$ cat config.mk
export PLATFORM = sky130hd
export DESIGN_NAME = eth_ingress_filter
export DESIGN_NICKNAME = d
export VERILOG_FILES = /design/src/rtl/eth_pkg.sv /design/src/rtl/axis_skid_buf.sv /design/src/rtl/eth_ingress_filter.sv
export SDC_FILE = /design/constraint.sdc
export NUM_CORES = 2
export LEC_CHECK = 0
export ABC_AREA = 1
export CORE_AREA = 2 2 422 424
export CTS_BUF_LIST = sky130_fd_sc_hd__clkbuf_16
export CTS_CLUSTER_SIZE = 28
export DETAILED_ROUTE_END_ITERATION = 8
export DIE_AREA = 0 0 424 426
export PLACE_DENSITY = 0.55
export SYNTH_ARGS = -nofsm -noshare
export SYNTH_HDL_FRONTEND = slang
export SYNTH_HIERARCHICAL = 1
export SYNTH_SLANG_ARGS = --single-unit
$ cat constraint.sdc
create_clock -name clk -period 82.9 [get_ports clk]
set_input_delay 16.58 -clock clk [delete_from_list [all_inputs] [get_ports clk]]
set_output_delay 16.58 -clock clk [all_outputs]
set_load 0.05 [all_outputs]
$ cat src/rtl/eth_pkg.sv
// Shared constants, header byte offsets and filter FSM states for the Ethernet ingress path.
// Pure definitions; no timing of its own.
// Not applicable (no handshake in a package).
package eth_pkg;

    localparam logic [15:0] ETH_TYPE_IPV4 = 16'h0800;
    localparam logic [15:0] ETH_TYPE_IPV6 = 16'h86DD;

    // Byte offsets within the head beat; fields are big-endian on the wire.
    localparam int OFF_ETHTYPE  = 12;
    localparam int OFF_IPV4_LEN = 16;
    localparam int OFF_IPV6_LEN = 18;

    localparam int BEAT_CNT_W = 9;
    localparam int EXP_W      = 17;

    typedef enum logic [1:0] {
        HEAD = 2'd0,
        PASS = 2'd1,
        DROP = 2'd2
    } filt_state_t;

    // Beats a frame of 'len' bytes should occupy: max(1, ceil(len/beat_bytes)).
    // Carried in 17 bits so len + beat_bytes - 1 cannot overflow.
    function automatic logic [EXP_W-1:0] calc_exp_beats(input logic [15:0] len,
                                                         input int unsigned beat_bytes);
        logic [EXP_W-1:0] q;
        q = ({1'b0, len} + EXP_W'(beat_bytes) - EXP_W'(1)) / EXP_W'(beat_bytes);
        return (q == '0) ? EXP_W'(1) : q;
    endfunction

endpackage

$ cat src/rtl/axis_skid_buf.sv
// Two-entry registered ready/valid buffer; payload passes through unmodified.
// Latency 1 cycle from input handshake to output valid when empty; 1 beat/cycle sustained.
// Input ready is purely registered (not-full), so it never depends combinationally on i_m_rdy.
module axis_skid_buf #(
    parameter int WIDTH = 513
) (
    input  logic             clk,
    input  logic             rst_n,
    input  logic [WIDTH-1:0] i_s_dat,
    input  logic             i_s_vld,
    output logic             o_s_rdy,
    output logic [WIDTH-1:0] o_m_dat,
    output logic             o_m_vld,
    input  logic             i_m_rdy
);

    logic [1:0]       r_cnt;
    logic [WIDTH-1:0] r_d0;   // output (oldest) entry
    logic [WIDTH-1:0] r_d1;   // skid entry, only valid when r_cnt == 2
    logic             w_push;
    logic             w_pop;

    assign o_s_rdy = (r_cnt != 2'd2);
    assign o_m_vld = (r_cnt != 2'd0);
    assign o_m_dat = r_d0;
    assign w_push  = i_s_vld & o_s_rdy;
    assign w_pop   = o_m_vld & i_m_rdy;

    // Occupancy and storage; r_d0 only changes when empty or on a pop, so output holds while stalled.
    always_ff @(posedge clk or negedge rst_n) begin
        if (!rst_n) begin
            r_cnt <= 2'd0;
            r_d0  <= '0;
            r_d1  <= '0;
        end else begin
            case (r_cnt)
                2'd0: begin
                    if (w_push) begin
                        r_d0  <= i_s_dat;
                        r_cnt <= 2'd1;
                    end
                end
                2'd1: begin
                    if (w_push && w_pop) begin
                        r_d0 <= i_s_dat;
                    end else if (w_push) begin
                        r_d1  <= i_s_dat;
                        r_cnt <= 2'd2;
                    end else if (w_pop) begin
                        r_cnt <= 2'd0;
                    end
                end
                2'd2: begin
                    if (w_pop) begin
                        r_d0  <= r_d1;
                        r_cnt <= 2'd1;
                    end
                end
                default: r_cnt <= 2'd0;
            endcase
        end
    end

endmodule

$ cat src/rtl/eth_ingress_filter.sv
// Forwards IPv4/IPv6 frames through a skid buffer, consumes all others, counts pass/drop/length errors.
// Latency 1 cycle (s_axis handshake to m_axis valid) when buffer empty; 1 beat/cycle back-to-back.
// Forwarded beats follow buffer space; dropped frames are accepted every cycle regardless of m_axis_tready.
module eth_ingress_filter
    import eth_pkg::*;
#(
    parameter int DATA_WIDTH = 512,
    parameter int CNT_WIDTH  = 16
) (
    input  logic                  clk,
    input  logic                  rst_n,
    input  logic                  cfg_enable,
    input  logic [DATA_WIDTH-1:0] s_axis_tdata,
    input  logic                  s_axis_tvalid,
    output logic                  s_axis_tready,
    input  logic                  s_axis_tlast,
    output logic [DATA_WIDTH-1:0] m_axis_tdata,
    output logic                  m_axis_tvalid,
    input  logic                  m_axis_tready,
    output logic                  m_axis_tlast,
    output logic [CNT_WIDTH-1:0]  pass_cnt,
    output logic [CNT_WIDTH-1:0]  drop_cnt,
    output logic [CNT_WIDTH-1:0]  len_err_cnt
);

    localparam int unsigned           BEAT_BYTES = DATA_WIDTH / 8;
    localparam logic [CNT_WIDTH-1:0]  CNT_ONE    = 1;
    localparam logic [BEAT_CNT_W-1:0] BEATS_MAX  = '1;

    logic [1:0]            r_rst_sync;
    logic                  w_rst_n;
    filt_state_t           r_state;
    logic [BEAT_CNT_W-1:0] r_beats;
    logic [EXP_W-1:0]      r_exp;
    logic [CNT_WIDTH-1:0]  r_pass;
    logic [CNT_WIDTH-1:0]  r_drop;
    logic [CNT_WIDTH-1:0]  r_lerr;

    logic [15:0]           w_ethtype;
    logic [15:0]           w_len;
    logic                  w_is_v4;
    logic                  w_is_v6;
    logic                  w_fwd;
    logic [EXP_W-1:0]      w_exp;
    logic                  w_buf_rdy;
    logic                  w_s_rdy;
    logic                  w_hs;
    logic                  w_in_head;
    logic                  w_push;
    logic                  w_fwd_last;
    logic                  w_drop_last;
    logic [BEAT_CNT_W-1:0] w_beats_now;
    logic [EXP_W-1:0]      w_exp_now;
    logic                  w_len_err;

    // Reset asserts immediately but releases only after two clk edges.
    always_ff @(posedge clk or negedge rst_n) begin
        if (!rst_n) begin
            r_rst_sync <= 2'b00;
        end else begin
            r_rst_sync <= {r_rst_sync[0], 1'b1};
        end
    end
    assign w_rst_n = r_rst_sync[1];

    // Head-beat field extraction and classification (only meaningful in HEAD).
    assign w_ethtype = {s_axis_tdata[OFF_ETHTYPE*8 +: 8],      s_axis_tdata[(OFF_ETHTYPE+1)*8 +: 8]};
    assign w_is_v4   = (w_ethtype == ETH_TYPE_IPV4);
    assign w_is_v6   = (w_ethtype == ETH_TYPE_IPV6);
    assign w_fwd     = cfg_enable & (w_is_v4 | w_is_v6);
    assign w_len     = w_is_v4 ? {s_axis_tdata[OFF_IPV4_LEN*8 +: 8], s_axis_tdata[(OFF_IPV4_LEN+1)*8 +: 8]}
                               : {s_axis_tdata[OFF_IPV6_LEN*8 +: 8], s_axis_tdata[(OFF_IPV6_LEN+1)*8 +: 8]};
    assign w_exp     = calc_exp_beats(w_len, BEAT_BYTES);

    // Upstream ready: drop path always accepts; forward path follows buffer space; held low in reset.
    always_comb begin
        w_s_rdy = 1'b0;
        case (r_state)
            HEAD:    w_s_rdy = !w_fwd || w_buf_rdy;
            PASS:    w_s_rdy = w_buf_rdy;
            DROP:    w_s_rdy = 1'b1;
            default: w_s_rdy = 1'b0;
        endcase
        w_s_rdy = w_s_rdy & w_rst_n;
    end
    assign s_axis_tready = w_s_rdy;

    assign w_hs        = s_axis_tvalid & w_s_rdy;
    assign w_in_head   = (r_state == HEAD);
    assign w_push      = w_hs & ((w_in_head & w_fwd) | (r_state == PASS));
    assign w_fwd_last  = w_push & s_axis_tlast;
    assign w_drop_last = w_hs & s_axis_tlast & ((w_in_head & !w_fwd) | (r_state == DROP));

    // Beat count including the current beat, saturating so very long frames still read as a mismatch.
    assign w_beats_now = w_in_head ? BEAT_CNT_W'(1)
                                   : ((r_beats == BEATS_MAX) ? r_beats : r_beats + BEAT_CNT_W'(1));
    assign w_exp_now   = w_in_head ? w_exp : r_exp;
    assign w_len_err   = w_fwd_last & ({{(EXP_W-BEAT_CNT_W){1'b0}}, w_beats_now} != w_exp_now);

    // Frame FSM: decision latched on the head beat, cfg_enable ignored until the next head.
    always_ff @(posedge clk or negedge w_rst_n) begin
        if (!w_rst_n) begin
            r_state <= HEAD;
            r_beats <= '0;
            r_exp   <= '0;
        end else if (w_hs) begin
            case (r_state)
                HEAD: begin
                    r_beats <= w_beats_now;
                    r_exp   <= w_exp;
                    if (!s_axis_tlast) begin
                        r_state <= w_fwd ? PASS : DROP;
                    end
                end
                PASS: begin
                    r_beats <= w_beats_now;
                    if (s_axis_tlast) begin
                        r_state <= HEAD;
                    end
                end
                DROP: begin
                    if (s_axis_tlast) begin
                        r_state <= HEAD;
                    end
                end
                default: r_state <= HEAD;
            endcase
        end
    end

    // Statistics counters, free-running modulo 2^CNT_WIDTH.
    always_ff @(posedge clk or negedge w_rst_n) begin
        if (!w_rst_n) begin
            r_pass <= '0;
            r_drop <= '0;
            r_lerr <= '0;
        end else begin
            if (w_fwd_last) begin
                r_pass <= r_pass + CNT_ONE;
            end
            if (w_drop_last) begin
                r_drop <= r_drop + CNT_ONE;
            end
            if (w_len_err) begin
                r_lerr <= r_lerr + CNT_ONE;
            end
        end
    end

    assign pass_cnt    = r_pass;
    assign drop_cnt    = r_drop;
    assign len_err_cnt = r_lerr;

    axis_skid_buf #(
        .WIDTH (DATA_WIDTH + 1)
    ) u_skid (
        .clk     (clk),
        .rst_n   (w_rst_n),
        .i_s_dat ({s_axis_tlast, s_axis_tdata}),
        .i_s_vld (w_push),
        .o_s_rdy (w_buf_rdy),
        .o_m_dat ({m_axis_tlast, m_axis_tdata}),
        .o_m_vld (m_axis_tvalid),
        .i_m_rdy (m_axis_tready)
    );

endmodule

==> run_results.csv <==
group,metric,value,unit
routing,vias,45900,
finish,final_cell_mix,"nand2_1 (3313), dfrtp_1 (1105), clkdlybuf4s50_1 (1080)",
critical_path,cpMostUsedCell,"nand2_1",
routing,avgRoutedWirePerCell,19.3,um
routing,drtIter0Drc,3762,
job,maxCapViolCount,0,
logic_synthesis,ys_seq_elements,1106,
timing,tns,0,ps
global_routing,track_usage,20.9,%
timing,tightest_slew,1330,ps
timing,relSlewSlack,11.6,%
routing,totalWireLength,195,mm
clock_tree,path_clk_slew,60,ps
logic_synthesis,async_flop_share,100,%
die,die_area,181000,sq um
pwr,powerDensity,39.5,nW/um^2
logic_synthesis,synth_cell_types,40,
hold_path,hold_path_class,"register to asynchronous set/reset pin",
placement,numPortBuffers,1080,
pwr,ir_worst_vdd,0.0000258,V
logic_synthesis,syn_avg_cell_area,7.57,sq um
timing,rsz0062_at_grt,"no",
pwr,p_leak,35.2,nW
logic_synthesis,ys.flop_type,"dfrtp_1",
finish,mostFrequentLayoutCell,"nand2_1",
global_routing,overflow,0,
clock_tree,cts_resized,0,
timing,slew_viol_final,0,
logic_synthesis,synth_fp_nets,7295,
critical_path,cp-end-kind,"output pin",
global_routing,first_global_vias,43000,
critical_path,cp.arrival,19360,ps
clock_tree,postCtsHoldBufs,0,
global_routing,antenna_found_initial,52,
routing,remaining_drc_errors,0,
die,start_util,29.2,%
placement,dp_hpwl,131,mm
finish,drive_gt1_share,3.45,%
clock_tree,root_buffer,"clkbuf_16",
die,row_count,154,
routing,first_pass_iters,6,
critical_path,worst-endpoint-required,66320,ps
timing,hold_violations,0,
finish,layout.nets,8146,
routing,ant_nets,0,
critical_path,worst_setup_path_start_kind,"input pin",
clock_tree,clock-sinks,1106,
logic_synthesis,synth_edf_count,0,
clock_tree,cts.path.max_buffers,3,
clock_tree,postCtsSetupRepairBufs,0,
timing,setup-violations-final,0,
timing,skew,38.9,ps
clock_tree,cts_htree_levels,4,
critical_path,rrSetupSlack,75640,ps
finish,syn2layout_area_growth,32.4,%
timing,fmax,0.0278,GHz
outcome,outcome,"completed",
global_routing,grt_pass1_wl,286,mm
die,die_w,424,um
critical_path,max_stage_delay,870,ps
critical_path,path_class,"input pin to output pin",
clock_tree,clk-insertion-delay-late,800,ps
clock_tree,cts_tree,"built",
logic_synthesis,ys_seq_area_share,54.0,%
critical_path,cp_max_fo,10,
timing,fin_crit_sh,43.4,%
routing,vias_per_cell,4.54,
pwr,p_total,0.00268,W
logic_synthesis,syn_area,51300,sq um
die,io-pin-count,1081,
global_routing,grt_max_degree,273,
logic_synthesis,synthCells,6769,
clock_tree,numCtsBuffers,136,
placement,gp_congestion,0.900,
critical_path,path_cells,"clkdlybuf4s50_1 > nor2_1 > nand2_1 > nor2_8 > nand2_4 > nand2_1 > nand2_1 > nand2_1 > nand2_1 > a21oi_1 > nor3_2 > clkdlybuf4s50_1",
timing,finalCriticalPeriod,35940,ps
critical_path,slowest_stage,"clkdlybuf4s50_1",
die,core_area,176000,sq um
logic_synthesis,yosysWarnings,6,
die,die_h,426,um
report_power, final:
group	total [W]	leakage (nW)	internal [W]	switching, W
combinational	0.00124	18.7	0.000360	0.000878
sequential	0.000881	14.4	0.000747	0.000134
clock	0.000560	2.16	0.000312	0.000248
final timing paths:
check,from,end,depth (start not counted)
min,r_rst_sync[1],pass_cnt[2],0
max in group asynchronous,rst_n,r_rst_sync[1],1
max reg2reg,r_state[0],u_skid/r_d1[220],14
max,s_axis_tdata[107],s_axis_tready,12
min reg2reg,r_rst_sync[1],pass_cnt[2],0
min in group clk,r_rst_sync[0],r_rst_sync[1],0
through the flow:
stage / area, sq um / util, % / hold WS [ps] / cells / setup WS (ps)
after floorplan: 51300 / - / 331 / 6769 / 39450
after global placement: 63700 / 36.2 / 340 / 9822 / 46890
after detailed placement: 63700 / 36.2 / 343 / 9822 / 47030
after CTS: 67800 / 38.6 / 354 / 10100 / 47010
after global routing: 67900 / 38.6 / 366 / 10100 / 46870
final: 67900 / 38.6 / 338 / 10100 / 46960
cells by family (layout without fill, tap and decap cells):
logic type | after synthesis | in the layout | share of synthesized area [%]
compound gates | 567 | 567 | 5.60
xor+xnor | 48 | 48 | 0.820
fa+ha+maj | 8 | 8 | 0.195
buf+inv | 1009 | 1959 | 8.06
flops | 1106 | 1106 | 54.0
mux | 1 | 1 | 0.0195
other cells | 1 | 42 | 0.00731
simple gates | 4029 | 4029 | 31.3
state kept, by name, summed over array words and instances (netlist names):
| signal | cells |
|---|---|
| r_rst_sync | 2 |
| drop_cnt | 16 |
| u_skid/o_m_dat | 513 |
| pass_cnt | 16 |
| r_beats | 9 |
| r_exp | 17 |
| u_skid/r_cnt | 2 |
| u_skid/r_d1 | 513 |
| r_state | 2 |
| len_err_cnt | 16 |
worst max-delay path: cells and delay by family:
kind	cells	cell delay (ps)
buffers and inverters	2	1530
AOI/OAI and AO/OA	1	50
and+or+nand+nor	9	1190
layer usage:
metal | vias up | track usage (%) | share of wire, % | routed length (um)
met5 | - | 0 | 0.041 | 80
met4 | 12 | 10.9 | 4.4 | 8630
met3 | 325 | 4.10 | 5.8 | 11200
met2 | 1331 | 34.4 | 49 | 95800
met1 | 21600 | 26.0 | 41 | 79000
li1 | 22600 | - | - | -
synth_stat cells (all sizes together), types with 2 or more instances:
cell / count / area (sq um)
inv: 599 / 2250
xor2: 26 / 228
clkbuf: 141 / 529
o21ai: 548 / 2750
nor3: 11 / 60.1
buf: 269 / 1360
nand3: 575 / 2890
nand4: 15 / 109
nor2: 93 / 417
o211ai: 2 / 15.0
nor4: 4 / 25.0
o22ai: 7 / 43.8
nand2: 3326 / 12500
ha: 8 / 100
a21oi: 6 / 30.0
xnor2: 22 / 193
nand3b: 3 / 22.5
dfrtp: 1106 / 27700
area by class of cell:
class | instances | area, sq um
fillers | 18100 | 108000
flip-flops and latches | 1106 | 27700
multi-input cells | 4654 | 19500
repair buffers | 1123 | 11300
clock buffers | 138 | 3450
well taps | 2340 | 2930
inverters | 599 | 2260
clock inverters | 99 | 651
diodes | 41 | 103
(Power assumes the default switching activity.)
